**config.mk**
```make
export PLATFORM = sky130hd
export DESIGN_NAME = cpu_core
export DESIGN_NICKNAME = d
export VERILOG_FILES = /design/src/rtl/cpu_core.sv
export SDC_FILE = /design/constraint.sdc
export NUM_CORES = 1
export LEC_CHECK = 0
export BUFFER_PORTS_ARGS = -buffer_cell sky130_fd_sc_hd__buf_2
export CORE_ASPECT_RATIO = 1.75
export CORE_MARGIN = 5
export CORE_UTILIZATION = 60
export CTS_CLUSTER_DIAMETER = 30
export DETAILED_ROUTE_END_ITERATION = 8
export PLACE_DENSITY_LB_ADDON = 0.3
export SLEW_MARGIN = 15
export SYNTH_ARGS = -nofsm -noshare
export SYNTH_HDL_FRONTEND = slang
export SYNTH_SLANG_ARGS = --single-unit
```
**constraint.sdc**
```tcl
create_clock -name clk -period 13.4 [get_ports clk]
set_input_delay 2.68 -clock clk [delete_from_list [all_inputs] [get_ports clk]]
set_output_delay 2.68 -clock clk [all_outputs]
set_load 0.01 [all_outputs]
```
**src/rtl/cpu_core.sv**
```systemverilog
// cpu_core: multi-cycle FETCH/DECODE/EXECUTE/MEM/WRITEBACK core with handshaked data memory.
// Define CPU_MUL_EN to enable the MUL opcode; otherwise 0x09 executes as NOP.
module cpu_core #(
    parameter int DATA_W  = 32,
    parameter int IADDR_W = 12,
    parameter int DADDR_W = 14
) (
    input  logic               clk,
    input  logic               rst,
    output logic [IADDR_W-1:0] instructionAddress,
    input  logic [31:0]        instructionIn,
    output logic [DADDR_W-1:0] dataAddress,
    output logic [DATA_W-1:0]  dataOut,
    input  logic [DATA_W-1:0]  dataIn,
    output logic               dataReq,
    output logic               dataWrEn,
    input  logic               dataAck,
    output logic [7:0]         cpuStatus
);
    typedef enum logic [2:0] {FETCH, DECODE, EXECUTE, MEM, WRITEBACK, HALT} state_t;
    state_t state, state_nx;
    logic [IADDR_W-1:0] pc;
    logic [DATA_W-1:0]  regs [16];
    logic [DATA_W-1:0]  a, b, res, alu, ra_val, rb_val, imm;
    logic [DATA_W:0]    add_s, adc_s, sub_s;
    logic [4:0]         opc;
    logic [3:0]         rc;
    logic [2:0]         cond;
    logic cmp, fz, fc, fge, nc, nge, wr, upd, alu_c, is_alu, cond_ok;
`ifdef CPU_MUL_EN
    logic [2*DATA_W-1:0] prod;
    logic [DATA_W-1:0]   res_hi;
    logic                wr_hi;
    assign prod = {{DATA_W{1'b0}}, a} * {{DATA_W{1'b0}}, b};
`endif
    // regs[15] is the overflow register; regs[14] is shadowed by pc
    assign instructionAddress = pc;
    assign dataReq   = state == MEM;
    assign dataWrEn  = dataReq && opc == 5'h02;
    assign cpuStatus = rst ? 8'h02 : state == HALT ? 8'h04 : 8'h01;
    assign ra_val = instructionIn[30:27] == 4'd14 ? DATA_W'(pc) : regs[instructionIn[30:27]];
    assign rb_val = instructionIn[26:23] >= 4'd14 ? '0 : regs[instructionIn[26:23]];
    assign imm    = DATA_W'($signed(instructionIn[26:13]));
    assign add_s  = {1'b0, a} + {1'b0, b};
    assign adc_s  = add_s + {{DATA_W{1'b0}}, fc};
    assign sub_s  = {1'b0, a} + {1'b0, ~b} + {{DATA_W{1'b0}}, 1'b1};
    assign cond_ok = cond == 3'd1 ? 1'b0 : cond == 3'd2 ? fz : cond == 3'd3 ? !fz :
                     cond == 3'd4 ? fge : cond == 3'd5 ? !fge : 1'b1;

    always_comb begin
        alu    = '0;
        alu_c  = 1'b0;
        is_alu = 1'b1;
        case (opc)
            5'h03:   alu = a & b;
            5'h04:   alu = a | b;
            5'h05:   alu = a ^ b;
            5'h06:   {alu_c, alu} = add_s;
            5'h07:   {alu_c, alu} = adc_s;
            5'h08:   {alu_c, alu} = sub_s;
`ifdef CPU_MUL_EN
            5'h09:   alu = prod[DATA_W-1:0];
`endif
            default: is_alu = 1'b0;
        endcase
    end

    always_comb begin
        state_nx = state;
        case (state)
            FETCH:     state_nx = DECODE;
            DECODE:    state_nx = EXECUTE;
            EXECUTE:   state_nx = opc == 5'h1F ? HALT : (opc == 5'h01 || opc == 5'h02) ? MEM : WRITEBACK;
            MEM:       state_nx = dataAck ? WRITEBACK : MEM;
            WRITEBACK: state_nx = FETCH;
            default:   state_nx = HALT;
        endcase
    end

    always_ff @(posedge clk) state <= rst ? FETCH : state_nx;

    always_ff @(posedge clk) begin
        if (rst) begin
            pc          <= '0;
            fz          <= 1'b0;
            fc          <= 1'b0;
            fge         <= 1'b0;
            dataAddress <= '0;
            dataOut     <= '0;
            for (int i = 0; i < 16; i++) regs[i] <= '0;
        end else begin
            case (state)
                DECODE: begin
                    opc  <= instructionIn[12:8];
                    rc   <= instructionIn[7:4];
                    cond <= instructionIn[3:1];
                    cmp  <= instructionIn[0];
                    a    <= ra_val;
                    b    <= instructionIn[31] ? imm : rb_val;
                end
                EXECUTE: begin
                    res <= alu;
                    nc  <= alu_c;
                    nge <= $signed(a) >= $signed(b);
                    wr  <= (is_alu && cond_ok) || opc == 5'h01;
                    upd <= cmp && (is_alu || opc == 5'h01);
                    if (opc == 5'h01) dataAddress <= add_s[DADDR_W-1:0];
                    if (opc == 5'h02) dataAddress <= b[DADDR_W-1:0];
                    if (opc == 5'h02) dataOut <= a;
`ifdef CPU_MUL_EN
                    res_hi <= prod[2*DATA_W-1:DATA_W];
                    wr_hi  <= opc == 5'h09 && cond_ok;
`endif
                end
                MEM: if (dataAck) res <= dataIn;
                WRITEBACK: begin
                    if (wr && rc != 4'd14) regs[rc] <= res;
`ifdef CPU_MUL_EN
                    if (wr_hi) regs[15] <= res_hi;
`endif
                    pc <= wr && rc == 4'd14 ? res[IADDR_W-1:0] : pc + IADDR_W'(1);
                    if (upd) begin
                        fz  <= res == '0;
                        fc  <= nc;
                        fge <= nge;
                    end
                end
                default: ;
            endcase
        end
    end
endmodule

```
==> run_results.csv <==
group,metric,value,unit
cts,cts_buffer_depth,3,
worst_setup_path,start_kind,"primary input",
finish,seqCellArea,19690,um^2
worst_setup_path,cp_data_arrival_time,3670,ps
pwr,peakVddDrop,114.0,uV
timing,hold_ws,451.4,ps
pwr,seq_power_share,0.420,
global_routing,grt_usage,0.3748,
timing,setup_tns,0,ps
worst_setup_path,cp-end-kind,"primary output",
routing,finalWirelength,133800,um
timing,period_share,0.4737,
logic_synthesis,synth_ff_type,"edfxtp_1",
timing,clock_skew,24.66,ps
finish,drive_gt1_frac,0.2054,
routing,drc,0,
die,die_area,70320,um^2
finish,diodes,0,
pwr,power.switching_fraction,0.2755,
routing,ant_nets,0,
logic_synthesis,synth.top_cell.area_share,0.4726,
pwr,power_density,135.1,nW/um^2
cts,htree_levels,3,
logic_synthesis,synth_edf_count,613,
cts,cts_resized,0,
timing,setup_viol_count_final,0,
logic_synthesis,syn_inst,3217,
logic_synthesis,yosys.area.top_type,"edfxtp_1",
die,die_x,202.6,um
run_status,status,"complete, no violations",
pwr,clock_power_share,0.447,
die,start_util,0.6055,
finish,area_delta_synth_final,12.09,%
global_routing,antenna_found_initial,2,
die,die_h,347.1,um
logic_synthesis,yosys_warnings,0,
timing,fmax,157.5,MHz
global_routing,grt_overflow,0,
finish,num-nets-final,3446,
pwr,power.share.combinational,0.133,
cts,cts_tree,"built",
logic_synthesis,syn_avg_cell_area,12.11,um^2
cts,numCtsBuffers,96,
timing,relSlewSlack,0.1254,
placement,io_buffers,129,
logic_synthesis,ys_seq_area_frac,0.5054,
finish,multi_input_area,17970,um^2
logic_synthesis,syn_area,38950,um^2
pwr,switchingPower,1625,uW
die,rows,123,
worst_hold_path,hold_path.class,"reg2reg",
worst_setup_path,worstPathRequired,10720,ps
timing,period_needed,6348,ps
routing,drt_iter0_markers,3945,
routing,via_count,29420,
cts,clkSinkCount,677,
cts,post_cts.repair.setup_buffers,0,
routing,via_per_inst,7.054,
cts,hold_buffers,0,
logic_synthesis,ys_seq_elements,677,
flow_run,drv_cap,0,
routing,drt_pre_antenna_iters,6,
die,io_pins,135,
placement,gp_congestion,1.001,
cts,clk_latency,670,ps
timing,hold_violations,0,
timing,rsz0062_at_grt,"no",
die,coreArea,64330,um^2
pwr,p_leak,0.01631,uW
routing,wire_per_inst,32.07,um
global_routing,grt_max_degree,84,
logic_synthesis,synth_area_leaders,"edfxtp_1 47%, mux4_2 14%, and2_1 8.2%, dfxtp_1 3.3%, ha_1 3.2%",
worst_setup_path,worstPathMaxFanout,68,
cts,cts_root_buf,"clkbuf_16",
timing,drv_slew,0,
timing,worstMarginPinSlew,1279,ps
logic_synthesis,synthArstFlopShare,0,
logic_synthesis,synth_cell_types,94,
finish,fill_cells,4471,
placement,hpwl,84790,um
worst_setup_path,setup.worst_path.class,"in2out",
global_routing,grt_pass1_vias,30180,
pwr,intPower,4273,uW
cts,path_clk_slew,60,ps
global_routing,grt_pass1_wl,193700,um
layer usage:
layer  wire length [um]  vias up  global-route usage
met2              65450     2311              0.6276
met5                  0        -                   0
li1                   -    12090                   -
met4              10960        0              0.2535
met3              15160      622             0.07208
met1              42200    14390              0.4386
registers in the layout, indices dropped and copies added, names as in the netlist, 4 cells and up:
register and cells:
a 32, b 32, dataAddress 14, dataOut 32, instructionAddress 12, opc 5
rc 4, regs 500, res 32
cell usage after synthesis, types with 58 or more instances:
master / number
edfxtp_1: 613
mux4_2: 244
mux2i_1: 58
nor2_1: 224
clkbuf_1: 200
ha_1: 99
o21ai_0: 89
dfxtp_1: 64
a21oi_1: 206
inv_1: 117
nand2_1: 182
and2_1: 510
final cells by class:
type                    instances  area share
inverters                     117     0.01006
repair buffers                198     0.02731
flip-flops and latches        677      0.4509
clock inverters                75     0.01934
multi-input cells            2188      0.4115
clock buffers                 104     0.05765
well taps                     812     0.02327
critical path: stages:
cell	delay (ps)
buf_4	650
nor4b_1	120
buf_2	190
power by group through the flow:
stage / Clock (uW) / Combinational [uW] / Sequential, uW
after detailed placement: 0 / 764 / 2510
after global routing: 2740 / 825 / 2480
after global placement: 0 / 752 / 2510
after CTS: 2650 / 769 / 2470
final: 2640 / 784 / 2480
after floorplan: 0 / 544 / 2470
path summary, 6_finish.rpt:
check                   start            to  slack (ps)  cells after the start
setup / recovery          rst  cpuStatus[2]        7050                      3
hold / removal    dataOut[24]   dataOut[24]         450                      2
hold reg to reg   dataOut[24]   dataOut[24]         450                      2
setup reg to reg         a[1]       res[29]        7980                     13
cell usage in the layout, fill, tap and decap left out, types with 27 or more instances in the layout:
cell type,count
nor2_1,206
a21oi_1,206
nand2_1,182
buf_2,124
mux2i_1,58
nor3_1,27
o221ai_1,38
ha_1,99
a22oi_1,41
buf_4,71
clkbuf_16,100
edfxtp_1,613
xnor2_1,39
mux4_2,244
inv_1,117
dfxtp_1,64
nand3_1,30
and2_1,510
o21ai_0,89
stage by stage:
stage                     total power, uW  utilization  std cells  instance area, um^2  setup slack [ps]
after floorplan                      3013            -       3241                39040              2553
after global placement               3257       0.6265       3992                40300              7125
after detailed placement             3276       0.6265       3992                40300              7082
after CTS                            5886       0.6788       4171                43660              7078
after global routing                 6048       0.6788       4171                43660              6996
final                                5897       0.6788       4171                43660              7052
logic make-up (layout without fill, tap and decap cells):
group           count (synthesis)  count (layout)  synth area share
fa+ha+maj                     101             101           0.03283
xor+xnor                       59              59           0.01433
simple gates                 1122            1122            0.1550
mux                           305             305            0.1568
compound gates                576             576           0.09739
other cells                     1              25        0.00009627
buf+inv                       376             494           0.03806
flops                         677             677            0.5054
(Power assumes the default switching activity.)
